[config.mk]
export PLATFORM = sky130hd
export DESIGN_NAME = cursor_plotter
export DESIGN_NICKNAME = d
export VERILOG_FILES = /design/src/rtl/cursor_plotter.sv
export SDC_FILE = /design/constraint.sdc
export NUM_CORES = 1
export LEC_CHECK = 0
export ABC_AREA = 1
export BUFFER_PORTS_ARGS = -buffer_cell sky130_fd_sc_hd__clkbuf_2
export CAP_MARGIN = 20
export CORE_ASPECT_RATIO = 1.4
export CORE_MARGIN = 1.5
export CORE_UTILIZATION = 40
export CTS_BUF_LIST = sky130_fd_sc_hd__clkbuf_16
export DETAILED_ROUTE_END_ITERATION = 12
export GPL_ROUTABILITY_DRIVEN = 0
export PLACE_DENSITY = 0.63
export SLEW_MARGIN = 20
export SYNTH_ARGS = -nofsm -noshare
export SYNTH_HDL_FRONTEND = slang
export SYNTH_SLANG_ARGS = --single-unit
[constraint.sdc]
create_clock -name clk -period 4.9 [get_ports clk]
set_clock_uncertainty 0.15 [all_clocks]
set_input_delay 0.245 -clock clk [delete_from_list [all_inputs] [get_ports clk]]
set_output_delay 0.245 -clock clk [all_outputs]
set_load 0.05 [all_outputs]
[src/rtl/cursor_plotter.sv]
// cursor_plotter
// Pixel source for vga_adapter in the etch-a-sketch. After reset or a clear
// request it sweeps the whole 160x120 frame to black. It then parks a cursor
// at the home position and moves it one pixel per debounced, auto-repeating
// key step event, plotting each new cursor position.
//
// Ports
//   clk        system clock
//   reset      asynchronous, active-high reset
//   key_n      active-low direction keys: [3]=left [2]=right [1]=up [0]=down
//   clear      synchronous pulse, restarts the frame sweep from (0,0)
//   colour_in  drawing colour used for the home pixel and cursor moves
//   vga_x      pixel column
//   vga_y      pixel row
//   colour     pixel colour
//   plot_en    write strobe, one cycle per pixel
//   busy       high while the sweep is writing pixels
module cursor_plotter #(
  parameter int X_MAX           = 159,
  parameter int Y_MAX           = 119,
  parameter int X_START         = 80,
  parameter int Y_START         = 60,
  parameter int DEBOUNCE_CYCLES = 500000,
  parameter int REPEAT_CYCLES   = 2500000
) (
  input  logic       clk,
  input  logic       reset,
  input  logic [3:0] key_n,
  input  logic       clear,
  input  logic [2:0] colour_in,
  output logic [7:0] vga_x,
  output logic [6:0] vga_y,
  output logic [2:0] colour,
  output logic       plot_en,
  output logic       busy
);

  localparam int CNT_MAX = (DEBOUNCE_CYCLES > REPEAT_CYCLES) ? DEBOUNCE_CYCLES : REPEAT_CYCLES;
  localparam int CW      = $clog2(CNT_MAX + 1);

  localparam logic [CW-1:0] DEB_LAST = CW'(DEBOUNCE_CYCLES - 1);
  localparam logic [CW-1:0] REP_LAST = CW'(REPEAT_CYCLES - 1);
  localparam logic [7:0]    X_LAST   = 8'(X_MAX);
  localparam logic [6:0]    Y_LAST   = 7'(Y_MAX);
  localparam logic [7:0]    X_HOME   = 8'(X_START);
  localparam logic [6:0]    Y_HOME   = 7'(Y_START);

  typedef enum logic [1:0] {SWEEP, HOME, IDLE, PLOT} state_t;

  // Key conditioning state
  logic [3:0]    sync1;
  logic [3:0]    sync2;
  logic [3:0]    armed;
  logic [CW-1:0] cnt [4];
  logic [3:0]    step;

  // FSM and datapath state
  state_t     state;
  state_t     state_n;
  logic [7:0] sweep_x;
  logic [7:0] sweep_x_n;
  logic [6:0] sweep_y;
  logic [6:0] sweep_y_n;
  logic [7:0] x_n;
  logic [6:0] y_n;
  logic [2:0] colour_n;
  logic       plot_n;
  logic       busy_n;
  logic [7:0] sx_base;
  logic [6:0] sy_base;

  // Cursor move candidate
  logic [7:0] move_x;
  logic [6:0] move_y;
  logic       moved;

  // A key fires its first step once the debounce count is reached; after that
  // (armed) it fires every repeat period for as long as it stays pressed.
  always_comb begin
    step = '0;
    for (int i = 0; i < 4; i++) begin
      if (!sync2[i]) begin
        step[i] = armed[i] ? (cnt[i] == REP_LAST) : (cnt[i] == DEB_LAST);
      end
    end
  end

  // Keys are asynchronous, so each passes through two flops before its
  // counter. Any released sample clears the counter and disarms the key, so a
  // short bounce can never produce a step. Counters run in every state.
  always_ff @(posedge clk or posedge reset) begin
    if (reset) begin
      sync1 <= '1;
      sync2 <= '1;
      armed <= '0;
      for (int i = 0; i < 4; i++) begin
        cnt[i] <= '0;
      end
    end else begin
      sync1 <= key_n;
      sync2 <= sync1;
      for (int i = 0; i < 4; i++) begin
        if (sync2[i]) begin
          cnt[i]   <= '0;
          armed[i] <= 1'b0;
        end else if (step[i]) begin
          cnt[i]   <= '0;
          armed[i] <= 1'b1;
        end else begin
          cnt[i] <= cnt[i] + CW'(1);
        end
      end
    end
  end

  // Opposing steps on one axis cancel. Each axis saturates at the frame edge
  // rather than wrapping.
  always_comb begin
    move_x = vga_x;
    move_y = vga_y;
    if (step[2] && !step[3] && vga_x != X_LAST) begin
      move_x = vga_x + 8'd1;
    end else if (step[3] && !step[2] && vga_x != 8'd0) begin
      move_x = vga_x - 8'd1;
    end
    if (step[0] && !step[1] && vga_y != Y_LAST) begin
      move_y = vga_y + 7'd1;
    end else if (step[1] && !step[0] && vga_y != 7'd0) begin
      move_y = vga_y - 7'd1;
    end
    moved = (move_x != vga_x) || (move_y != vga_y);
  end

  // Next-state and next-output logic. Outputs are registered, so a decision
  // made in cycle N is seen on the pins in cycle N+1. A clear behaves like a
  // sweep step taken from (0,0), so the pixel after the clear cycle is (0,0)
  // regardless of what the FSM was doing.
  always_comb begin
    state_n   = state;
    sweep_x_n = sweep_x;
    sweep_y_n = sweep_y;
    x_n       = vga_x;
    y_n       = vga_y;
    colour_n  = colour;
    plot_n    = 1'b0;
    busy_n    = 1'b0;
    sx_base   = clear ? 8'd0 : sweep_x;
    sy_base   = clear ? 7'd0 : sweep_y;

    if (clear || state == SWEEP) begin
      x_n      = sx_base;
      y_n      = sy_base;
      colour_n = 3'd0;
      plot_n   = 1'b1;
      busy_n   = 1'b1;
      state_n  = SWEEP;
      if (sx_base == X_LAST) begin
        sweep_x_n = 8'd0;
        if (sy_base == Y_LAST) begin
          sweep_y_n = 7'd0;
          state_n   = HOME;
        end else begin
          sweep_y_n = sy_base + 7'd1;
        end
      end else begin
        sweep_x_n = sx_base + 8'd1;
        sweep_y_n = sy_base;
      end
    end else begin
      case (state)
        HOME: begin
          x_n      = X_HOME;
          y_n      = Y_HOME;
          colour_n = colour_in;
          plot_n   = 1'b1;
          state_n  = IDLE;
        end
        IDLE: begin
          if (moved) begin
            x_n      = move_x;
            y_n      = move_y;
            colour_n = colour_in;
            plot_n   = 1'b1;
            state_n  = PLOT;
          end
        end
        PLOT: begin
          state_n = IDLE;
        end
        default: begin
          state_n = SWEEP;
        end
      endcase
    end
  end

  // State, sweep position and registered pixel outputs.
  always_ff @(posedge clk or posedge reset) begin
    if (reset) begin
      state   <= SWEEP;
      sweep_x <= 8'd0;
      sweep_y <= 7'd0;
      vga_x   <= 8'd0;
      vga_y   <= 7'd0;
      colour  <= 3'd0;
      plot_en <= 1'b0;
      busy    <= 1'b0;
    end else begin
      state   <= state_n;
      sweep_x <= sweep_x_n;
      sweep_y <= sweep_y_n;
      vga_x   <= x_n;
      vga_y   <= y_n;
      colour  <= colour_n;
      plot_en <= plot_n;
      busy    <= busy_n;
    end
  end

endmodule
* Word-level counts from Yosys, hierarchy flattened
Cells that the tools add are included.
** Storage, ports and cells
- Bits in registers :: 137
- Input bits :: 10
- Output and inout port bits :: 20
** Operators by class
- Add/sub/neg operators :: 10
- Eq/ne operators :: 18
- Muxes and demuxes :: 51
- Reductions and logical operators :: 24
** Operators by type and width (count)
- $mux 22 :: 8
- $add 22x1->22 const B :: 4
- $eq 22x19->1 const B :: 4
- $eq 22x22->1 const B :: 4
- $mux 7 :: 7
- $mux 8 :: 6
- $mux 1 :: 21
- $add 8x1->8 const B :: 2
- $pmux 8 s2 :: 1
- $add 7x1->7 const B :: 2
- $pmux 7 s2 :: 1
- $eq 8x8->1 const B :: 1
- $logic_and 1x1->1 :: 8
- $ne 8x8->1 :: 1
- $ne 8x8->1 const B :: 1
- $reduce_bool 2->1 :: 4
- $reduce_bool 8->1 :: 1
- $sub 8x1->8 const B :: 1
- $eq 7x7->1 const B :: 1
- $ne 7x7->1 :: 1
- $ne 7x7->1 const B :: 1
- $reduce_bool 7->1 :: 1
- $sub 7x1->7 const B :: 1
- $mux 3 :: 2
- 13 further kinds :: 19

* Logic depth before layout (Yosys ltp)
Gate-level depths: netlist of run 1.
- Depth in word-level cells :: 13
- Depth in mapped cells :: 18

* Least setup slack after synthesis of run 1
No wires, ideal clock.
- Kind :: register to register
- Start :: register vga_x[1]
- End :: register vga_y[0]
- Data arrival time :: 2256 ps
- Data required time :: 4631 ps
- Slack :: 2376 ps
- Cell stages (with the launch flop) :: 14
- Buffers on the path :: 1
- Period minus slack after synthesis :: 2524 ps
- Cell sequence :: dfrtp_1 ha_1 nand2_1 nor2_1 nand3_1 nand3_1 nand2_4 nor2_4 inv_2 o21ai_4 nand2_4 buf_6 nand2_1 nand2_1
** Between the ends
- Cells in the longest elaborated chain, start to end :: 8
- Elaborated cells between the ends (all ways) :: 12
- Those cells by class :: add/sub: 2; eq/ne: 3; mux: 2; reduce/logical: 5
** Ends and longest elaborated chain
- from (decl) :: line 31 : output logic [7:0] vga_x,
- from (signal assigned) :: line 212 : vga_x <= x_n;
- branches (longest 4 deep; another with $sub 8x1->8)
- $ne 8x8->1 (*) :: line 131 : moved = (move_x != vga_x) || (move_y != vga_y);
- $logic_or 1x1->1 (*) :: line 131
- $ne 3x3->1 (no line) (*)
- $reduce_and 2->1 (no line) (*)
- to (signal assigned) :: line 213 : vga_y <= y_n;
- to (decl) :: line 32 : output logic [6:0] vga_y,
Mark *: on every way between the ends.
A chain may end at the register's enable or synchronous reset.

* Worst setup path in the final report of run 1
- Start :: register cnt[66] in the netlist's numbering
- End :: register vga_x[6]
** Between the ends
- Cells in the longest elaborated chain, start to end :: 12
- Elaborated cells between the ends (all ways) :: 15
- Those cells by class :: eq/ne: 4; mux: 4; reduce/logical: 7
** Ends and longest elaborated chain
- from (decl) :: line 54 : logic [CW-1:0] cnt [4];
- from (signal, indexed assignment) :: line 110 : cnt[i] <= cnt[i] + CW'(1);
- $eq 22x19->1 or $eq 22x22->1 (tied branches) :: line 83 : step[i] = armed[i] ? (cnt[i] == REP_LAST) : (cnt[i] == DEB_LAST);
- $mux 1 (*) :: line 83
- $mux 1 (*) :: line 82 : if (!sync2[i]) begin
- $logic_not 1->1 :: line 128 : end else if (step[1] && !step[0] && vga_y != 7'd0) begin
- $logic_and 1x1->1 (2 in a row) :: line 128
- $mux 7 :: line 128
- $mux 7 (*) :: line 126 : if (step[0] && !step[1] && vga_y != Y_LAST) begin
- $ne 7x7->1 (*) :: line 131
- $logic_or 1x1->1 (*) :: line 131
- $ne 3x3->1 (no line) (*)
- $reduce_and 2->1 (no line) (*)
Every way passes the cells marked *; elsewhere a longest branch is shown, timed or not.

==> impl_metrics.json, run 1 <==
{
  "outcome": "completed",
  "path_common_cell": "nand2_1",
  "syn-num-nets": 1134,
  "routed_wl_um": 18500,
  "die_x_um": 123,
  "slowest_delay_ps": 420,
  "fin_crit_ps": 2860,
  "critPathSlowestCell": "o21ai_4",
  "crit_path_end_kind": "flop",
  "startpoint_type": "flop",
  "synth_cell_types": 42,
  "final_common_cell": "nand2_1",
  "vdd_drop_max_uv": 200,
  "synth_area_per_cell_um2": 7.29,
  "synthArstFlopShare_pct": 100,
  "critical_path_class": "reg -> reg",
  "initial_utilization_pct": 40.8,
  "hold_path.class": "reg -> reg",
  "slew_headroom_pct": 39.3,
  "slew_viol_final": 0,
  "r2r-start": "cnt[66]",
  "clockBufferDepth": 2,
  "hpwl_um": 13500,
  "cts_root_buffer": "clkbuf_16",
  "rsz0062_at_grt": "false",
  "antenna_found_initial": 0,
  "grt_max_degree": 99,
  "wl_per_cell_um": 13.1,
  "ios": 30,
  "dpl_cell_area_mm2": 0.00848,
  "ys.flop_type": "dfrtp_1",
  "reg2reg_depth": 14,
  "final_core_utilization_pct": 46.1,
  "min_period_over_period_pct": 58.3,
  "firstDrtPassIters": 5,
  "nets": 1171,
  "syn_area_mm2": 0.00809,
  "tns_ps": 0,
  "syn_inst": 1109,
  "clock_sinks": 137,
  "required_ps": 5060,
  "synth-simple-area-share_pct": 33.6,
  "final_area_mm2": 0.00914,
  "synth_adder_area_share_pct": 2.32,
  "synth_mux_area_share_pct": 0,
  "power_mw": 2.86,
  "grt.total_usage_pct": 18.9,
  "grt_pass1_wl_um": 31800,
  "holdPathStages": 0,
  "path_clk_slew_ps": 60,
  "cp.arrival_ps": 3010,
  "layout-drive-gt1-share_pct": 10.0,
  "power_density_mw_per_mm2": 313,
  "cts_max_level": 4,
  "route.vias.total": 6898,
  "r2r-end": "vga_x[6]",
  "setup_violations": 0,
  "viasPerCell": 4.89,
  "ant_nets": 0,
  "yosys_warnings": 0,
  "ys_seq_area_share_pct": 42.5,
  "synth_edf_count": 0,
  "crit_fanout": 19,
  "worst_pin_slew_ps": 911,
  "syn_to_final_growth_pct": 13.1,
  "grt_pass1_vias": 6807,
  "antenna_cells": 0,
  "synth-seq-cells": 137,
  "drt_iter0_markers": 273,
  "synth_xor_area_share_pct": 7.04,
  "num_rows": 61,
  "max_freq_mhz": 350,
  "grt-ovfl-total": 0,
  "synth_compound_area_share_pct": 5.89,
  "portBuffers": 29,
  "maxCapViolations": 0,
  "numCtsBuffers": 17,
  "insertion_delay_ps": 430,
  "mostFrequentLayoutCells": "nand2_1, nor2_1, inv_1",
  "min_to": "sync2[2]",
  "synth_top_family_by_area": "simple AND/OR/NAND/NOR gates",
  "die_y_um": 171,
  "reg2reg_setup_slack_ps": 2040,
  "hp-start": "sync1[2]",
  "drcViolationCount": 0,
  "finalHoldViolCount": 0,
  "cts_resized": 0,
  "cts_tree": "done",
  "power_leakage_nw": 4.29,
  "core-area_mm2": 0.0198,
  "crit_chain": "ha_1 -> nand2_1 -> nor2_2 -> nand2_1 -> nor2_2 -> nand3_1 -> nand3_2 -> nand2_2 -> nor2_4 -> inv_2 -> o21ai_4 -> nand2_4 -> nand2_1 -> nand2_1",
  "die_area_mm2": 0.0211
}
synth_stat cells, types with 4 or more instances:
cell / instances / area, µm²
nand2_1: 264 / 991
o21ai_0: 38 / 190
nor2_2: 6 / 37.5
nor3_1: 32 / 160
o22ai_1: 5 / 31.3
xor2_1: 48 / 420
xnor2_1: 17 / 149
clkbuf_1: 14 / 52.6
clkinv_1: 4 / 15.0
nor2_1: 187 / 702
dfstp_2: 8 / 210
nand4_1: 28 / 175
nand3_1: 88 / 440
dfrtp_1: 129 / 3230
a21oi_1: 25 / 125
o211ai_1: 4 / 30.0
ha_1: 15 / 188
inv_1: 133 / 499
nor4_1: 6 / 37.5
inv_2: 21 / 78.8
how the worst max path moves through the flow:
stage / start / to / slack (ps) / cells past startpoint
4_1_cts: cnt[66] / vga_x[6] / 2070 / 14
3_3_place_gp: state[0] / vga_x[1] / 2100 / 9
5_1_grt: cnt[66] / vga_x[6] / 1790 / 14
3_5_place_dp: cnt[66] / vga_x[6] / 2090 / 14
2_1_floorplan: reset / armed[0] / 850 / 1
6_report: cnt[66] / vga_x[6] / 2040 / 14
report_power, final:
part           leakage [nW]  internal (mW)  switching, mW
clock network         0.282          0.791          0.505
logic                  2.15          0.100          0.252
registers              1.86           1.17         0.0454
total                  4.29           2.06          0.803
repair_timing:
action                                 in CTS  in global routing
hold buffers                                8                  0
setup buffers                               0                  0
endpoints found under the hold margin      96                  0
worst max-delay path: cells and delay by family, from the launching register on:
family,cells,cell delay [ps]
AO/OA/AOI/OAI,1,420
adder cells (fa/ha/maj),1,190
buffers and inverters,1,60
flip-flops,1,370
AND/OR/NAND/NOR,11,1530
layer usage:
layer | vias to the layer above | share of wire, % | GRT usage, %
met2 | 95 | 52 | 33.6
met4 | 0 | 2.2 | 7.85
met1 | 3210 | 44 | 22.3
met3 | 27 | 2.5 | 3.35
met5 | - | 0 | 0
li1 | 3566 | - | -
sequential cells by signal, summed over array words and instances (netlist names):
name and cells:
sync2 4, vga_x 8, colour 3, state 2
vga_y 7, sync1 4, sweep_y 7, cnt 88
sweep_x 8, busy 1, armed 4, plot_en 1
cell families after synthesis:
family | Yosys count
simple gates | 627
buf+inv | 181
flops | 137
compound gates | 84
xor+xnor | 65
fa+ha+maj | 15
cell type report:
cell class                 instances  area (µm²)
clock buffer                      17         425
clock inverter                    15         163
fill                            2000       10700
inverter                         159         603
multi-input combinational        791        3950
sequential                       137        3440
tap                              252         315
timing repair buffer              40         248
stage by stage:
step                std cells  setup slack [ps]  hold WS (ps)
CTS                      1411              2070           205
floorplan                1109               850          99.5
global route             1411              1790           207
detailed placement       1371              2090           184
finish                   1411              2040           205
global placement         1371              2100           184
Power figures use the tool's default switching activity.
==> inputs of run 2 (changes only) <==
clock period = 2.7 ns   (was 4.9 ns; I/O delays follow)
==> run 2 against run 1 <==
Sequential power up 80%; routed wire length is 0.85% lower; final cell count rose by 0.99%; combinational power up 90%; sequential share of layout area down 0.67 points; die area did not move; maximum frequency rose by 17%; non-clock buffer count increased by 14; critical path depth fell by 6; largest cell class unchanged.
==> impl_metrics.json, run 2 (same netlist as run 1, synthesis figures left out) <==
{
  "antenna_found_initial": 0,
  "vdd_drop_max_uv": 390,
  "setup_slack_ps": 268,
  "n_fill_cell": 1975,
  "finalHoldViolCount": 0,
  "viasPerCell": 4.90,
  "ios": 30,
  "hold_path.class": "in -> reg",
  "place_ws_ps": 238,
  "final_common_cell": "nand2_1",
  "nets": 1185,
  "routed_wl_um": 18400,
  "biggestRegsByFlops": "cnt: 88 flops, sweep_x: 8 flops, vga_x: 8 flops",
  "firstDrtPassIters": 5,
  "cts_root_buffer": "clkbuf_16",
  "layout-drive-gt1-share_pct": 11.3,
  "path_clk_slew_ps": 60,
  "hpwl_um": 13300,
  "startpoint_type": "flop",
  "power_switching_mw": 1.44,
  "fin_crit_ps": 2430,
  "min_period_over_period_pct": 90.1,
  "portBuffers": 29,
  "slew_viol_final": 0,
  "critical_path_class": "reg -> reg",
  "initial_utilization_pct": 40.8,
  "clockBufferDepth": 2,
  "insertion_delay_ps": 430,
  "num_rows": 61,
  "antenna_cells": 0,
  "maxCapViolations": 0,
  "die_area_mm2": 0.0211,
  "ant_nets": 0,
  "power_leakage_nw": 4.38,
  "grt_pass1_wl_um": 31500,
  "clock_sinks": 137,
  "largest_register_ffs": 88,
  "grt_pass1_vias": 6828,
  "final-seq-area_mm2": 0.00344,
  "core-area_mm2": 0.0198,
  "grt_max_degree": 138,
  "crit_fanout": 19,
  "cts_tree": "done",
  "die_y_um": 171,
  "slowest_delay_ps": 720,
  "rsz0062_at_grt": "false",
  "multiInputGateArea_mm2": 0.00396,
  "route.vias.total": 6988,
  "post-cts-setup-buffers": 0,
  "drcViolationCount": 0,
  "p_comb_share_pct": 12.5,
  "max_freq_mhz": 411,
  "die_x_um": 123,
  "tns_ps": 0,
  "critPathBufInv": 2,
  "outcome": "completed",
  "crit_chain": "inv_1 -> ha_1 -> nor2_1 -> inv_1 -> o21ai_2 -> nand2_4 -> nand2_1 -> nand2_1",
  "required_ps": 2860,
  "grt-ovfl-total": 0,
  "setup_violations": 0,
  "wl_per_cell_um": 12.9,
  "regMostFlops": "cnt",
  "mostFrequentLayoutCells": "nand2_1, nor2_1, inv_1",
  "grt.total_usage_pct": 18.8,
  "crit_path_end_kind": "flop",
  "power_density_mw_per_mm2": 578,
  "pwr-share-seq_pct": 40.9,
  "cp.arrival_ps": 2590,
  "swShare_pct": 26.7,
  "slew_headroom_pct": 41.0,
  "cts_max_level": 4,
  "critPathSlowestCell": "o21ai_2",
  "syn_to_final_growth_pct": 15.1,
  "numCtsBuffers": 17,
  "cpLargestDelayFamily": "compound AO/OA/AOI/OAI gates",
  "drt_iter0_markers": 297,
  "worst_pin_slew_ps": 886,
  "p_int_mw": 3.94,
  "clockPowerShare_pct": 46.7
}
-- run 2: cell types whose count changed in the layout (fill, tap and decap cells not counted), sizes merged --
| cell | before | now |
|---|---|---|
| bufinv | 3 | 5 |
| clkinvlp | 4 | 3 |
| inv | 156 | 153 |
| buf | 3 | 17 |
| clkinv | 11 | 13 |
-- run 2: path summary, 6_finish.rpt --
check / from / end / slack [ps] / cells past startpoint
worst max-delay path: state[0] / vga_x[4] / 270 / 8
worst min-delay path: clear / vga_y[6] / 150 / 4
worst max register to register: state[0] / vga_x[4] / 270 / 8
worst min register to register: sync1[1] / sync2[1] / 200 / 0
max in group asynchronous: reset / vga_x[5] / 1540 / 4
min in group asynchronous: reset / cnt[69] / 330 / 4
-- run 2: repair_timing --
| action | 4_1_cts | 5_1_grt |
|---|---|---|
| hold endpoints to repair | 136 | 0 |
| hold buffers | 8 | 0 |
| endpoints found under the setup margin | 0 | 12 |
| resized for setup | 0 | 1 |
-- run 2: cell type report --
class	instances	area share (%)
timing repair buffer	54	3.92
clock buffer	17	4.57
clock inverter	15	2.22
inverter	159	6.47
tap	252	3.39
sequential	137	36.9
multi-input combinational	791	42.5
-- run 2: worst reg2reg max path: stages, from the launching register on --
cell and delay (ps):
dfrtp_1 390, inv_1 80, ha_1 210, nor2_1 120, inv_1 150, o21ai_2 720, nand2_4 290, nand2_1 140
nand2_1 60
-- run 2: metal layers --
layer / routed length, µm / GRT usage (%) / vias to the layer above
li1: - / - / 3601
met5: 0 / 0 / -
met4: 516 / 8.50 / 0
met1: 8210 / 23.1 / 3228
met2: 9160 / 31.8 / 121
met3: 479 / 3.61 / 38
-- run 2: metrics by stage --
stage | util, % | instances | power [mW] | instance area, µm² | hold slack [ps]
after CTS | 46.9 | 1425 | 5.46 | 9300 | 116
after floorplan | - | 1109 | 2.72 | 8090 | -10.5
final | 46.9 | 1425 | 5.38 | 9310 | 152
after detailed placement | 43.3 | 1385 | 2.90 | 8590 | 73.9
after global routing | 46.9 | 1425 | 5.62 | 9310 | 164
after global placement | 43.3 | 1385 | 2.89 | 8590 | 72.3
-- run 2: power groups by stage --
stage	combinational (mW)	clock (mW)	sequential, mW
after CTS	0.676	2.58	2.20
after global routing	0.750	2.66	2.21
final	0.670	2.51	2.20
after global placement	0.658	0	2.23
after detailed placement	0.664	0	2.23
after floorplan	0.412	0	2.31
==> inputs of run 3 (changes only) <==
BUFFER_PORTS_ARGS = -buffer_cell sky130_fd_sc_hd__buf_2   (was -buffer_cell sky130_fd_sc_hd__clkbuf_2)
==> run 3 against run 2 <==
Sequential power barely moved; combinational power barely moved; register-to-register slack barely moved; critical path depth rose by 8; critical path type unchanged; critical endpoint is now vga_y[4]; largest cell class unchanged.
==> impl_metrics.json, run 3 (same netlist as run 1, synthesis figures left out) <==
{
  "insertion_delay_ps": 430,
  "slowest_delay_ps": 360,
  "max_freq_mhz": 410,
  "ios": 30,
  "required_ps": 2860,
  "crit_fanout": 18,
  "drt_iter0_markers": 389,
  "biggestRegsByFlops": "cnt: 88 flops, sweep_x: 8 flops, vga_x: 8 flops",
  "path_common_cell": "nand2_1",
  "routed_wl_um": 18300,
  "final_common_cell": "nand2_1",
  "vdd_drop_max_uv": 377,
  "power_switching_mw": 1.53,
  "setup_violations": 0,
  "grt_pass1_wl_um": 32200,
  "firstDrtPassIters": 5,
  "worst_pin_slew_ps": 896,
  "regMostFlops": "cnt",
  "wl_per_cell_um": 12.9,
  "finalHoldViolCount": 0,
  "crit_path_end_kind": "flop",
  "outcome": "completed",
  "syn_to_final_growth_pct": 14.5,
  "clock_sinks": 137,
  "clockBufferDepth": 2,
  "layout-drive-gt1-share_pct": 11.3,
  "reg2reg_setup_slack_ps": 260,
  "layout.cells.non_filler": 1425,
  "power_leakage_nw": 4.37,
  "nets": 1185,
  "p_comb_share_pct": 12.9,
  "startpoint_type": "flop",
  "swShare_pct": 29.2,
  "critical_path_class": "reg -> reg",
  "portBuffers": 29,
  "cpLargestDelayFamily": "simple AND/OR/NAND/NOR gates",
  "grt.total_usage_pct": 19.1,
  "slew_viol_final": 0,
  "slew_headroom_pct": 40.2,
  "drcViolationCount": 0,
  "clockPowerShare_pct": 45.1,
  "mostFrequentLayoutCells": "nand2_1, nor2_1, inv_1",
  "numCtsBuffers": 17,
  "path_clk_slew_ps": 60,
  "die_area_mm2": 0.0211,
  "critPathSlowestCell": "dfrtp_1",
  "cp.arrival_ps": 2600,
  "cts_resized": 0,
  "initial_utilization_pct": 40.8,
  "fin_crit_ps": 2440,
  "n_fill_cell": 1999,
  "rsz0062_at_grt": "false",
  "critPathBufInv": 2,
  "route.vias.total": 7075,
  "dpl.cell_count": 1385,
  "pwr-share-seq_pct": 42.1,
  "antenna_found_initial": 0,
  "die_y_um": 171,
  "largest_register_ffs": 88,
  "grt-ovfl-total": 0,
  "tns_ps": 0,
  "cts_max_level": 4,
  "crit_chain": "ha_1 -> nand2_1 -> inv_2 -> nand2_1 -> nor2_1 -> nand2_2 -> nor2_4 -> nand2_4 -> nand3_4 -> nand2_4 -> nor2_4 -> inv_2 -> o21ai_4 -> nand2_4 -> nand2_1 -> nand2_1",
  "p_int_mw": 3.70,
  "grt_max_degree": 138,
  "hold_path.class": "in -> reg",
  "ant_nets": 0,
  "die_x_um": 123,
  "cts_tree": "done",
  "core-area_mm2": 0.0198,
  "num_rows": 61,
  "min_period_over_period_pct": 90.3,
  "grt_pass1_vias": 6972,
  "power_density_mw_per_mm2": 564,
  "viasPerCell": 4.96,
  "antenna_cells": 0,
  "maxCapViolations": 0,
  "hpwl_um": 13300,
  "cts_root_buffer": "clkbuf_16"
}
==> run 3: cell types whose count changed in the layout (fill, tap and decap cells not counted), sizes merged <==
cell,change
clkbuf,-29
buf,+29
clkinv,-4
bufinv,-3
inv,+7
==> run 3: per-layer routing <==
layer  wire (µm)  global-route usage [%]  up-vias
met2        9320                    33.0      116
met3         533                    3.02       32
met1        8020                    23.2     3323
met4         436                    8.55        0
li1            -                       -     3604
met5           0                       0        -
==> run 3: area by class of cell <==
cell class | count | area [µm²] | area share (%)
Multi-Input combinational cell | 791 | 3950 | 42.7
Sequential cell | 137 | 3440 | 37.1
Inverter | 159 | 602 | 6.50
Clock buffer | 17 | 425 | 4.59
Timing Repair Buffer | 54 | 365 | 3.94
Tap cell | 252 | 315 | 3.40
Clock inverter | 15 | 165 | 1.78
==> run 3: power groups by stage <==
stage / Clock (mW) / Combinational [mW] / Sequential, mW
final: 2.36 / 0.673 / 2.20
after detailed placement: 0 / 0.667 / 2.24
after global placement: 0 / 0.660 / 2.23
after floorplan: 0 / 0.412 / 2.31
after CTS: 2.40 / 0.680 / 2.20
after global routing: 2.48 / 0.768 / 2.21
==> run 3: timing repair <==
| action | 4_1_cts | 5_1_grt |
|---|---|---|
| buffers inserted | 0 | 0 |
| endpoints found under the hold margin | 136 | 0 |
| hold buffers | 8 | 0 |
==> run 3: final timing paths <==
check                      endpoint  startpoint  cells past startpoint
max                        vga_y[4]     cnt[22]                     16
min                        vga_y[6]       clear                      4
max reg2reg                vga_y[4]     cnt[22]                     16
min reg2reg                sync2[1]    sync1[1]                      0
max in group asynchronous  vga_x[5]       reset                      4
min in group asynchronous   cnt[17]       reset                      4
==> run 3: metrics by stage <==
step | power (mW) | cell area [µm²] | setup WS, ps | hold slack, ps | utilization, %
6_report | 5.23 | 9260 | 262 | 110 | 46.7
5_1_grt | 5.46 | 9260 | 1.54 | 167 | 46.7
4_1_cts | 5.28 | 9260 | 236 | 91.5 | 46.7
3_5_place_dp | 2.90 | 8590 | 240 | 91.1 | 43.3
3_3_place_gp | 2.89 | 8590 | 283 | 89.9 | 43.3
2_1_floorplan | 2.72 | 8090 | 176 | -10.5 | -
==> run 3: worst reg2reg max path: stages (launching register included) <==
cell and delay [ps]:
dfrtp_1 360, ha_1 170, nand2_1 70, inv_2 70
nand2_1 110, nor2_1 170, nand2_2 80, nor2_4 130
nand2_4 100, nand3_4 150, nand2_4 80, nor2_4 110
inv_2 60, o21ai_4 160, nand2_4 170, nand2_1 150
nand2_1 60
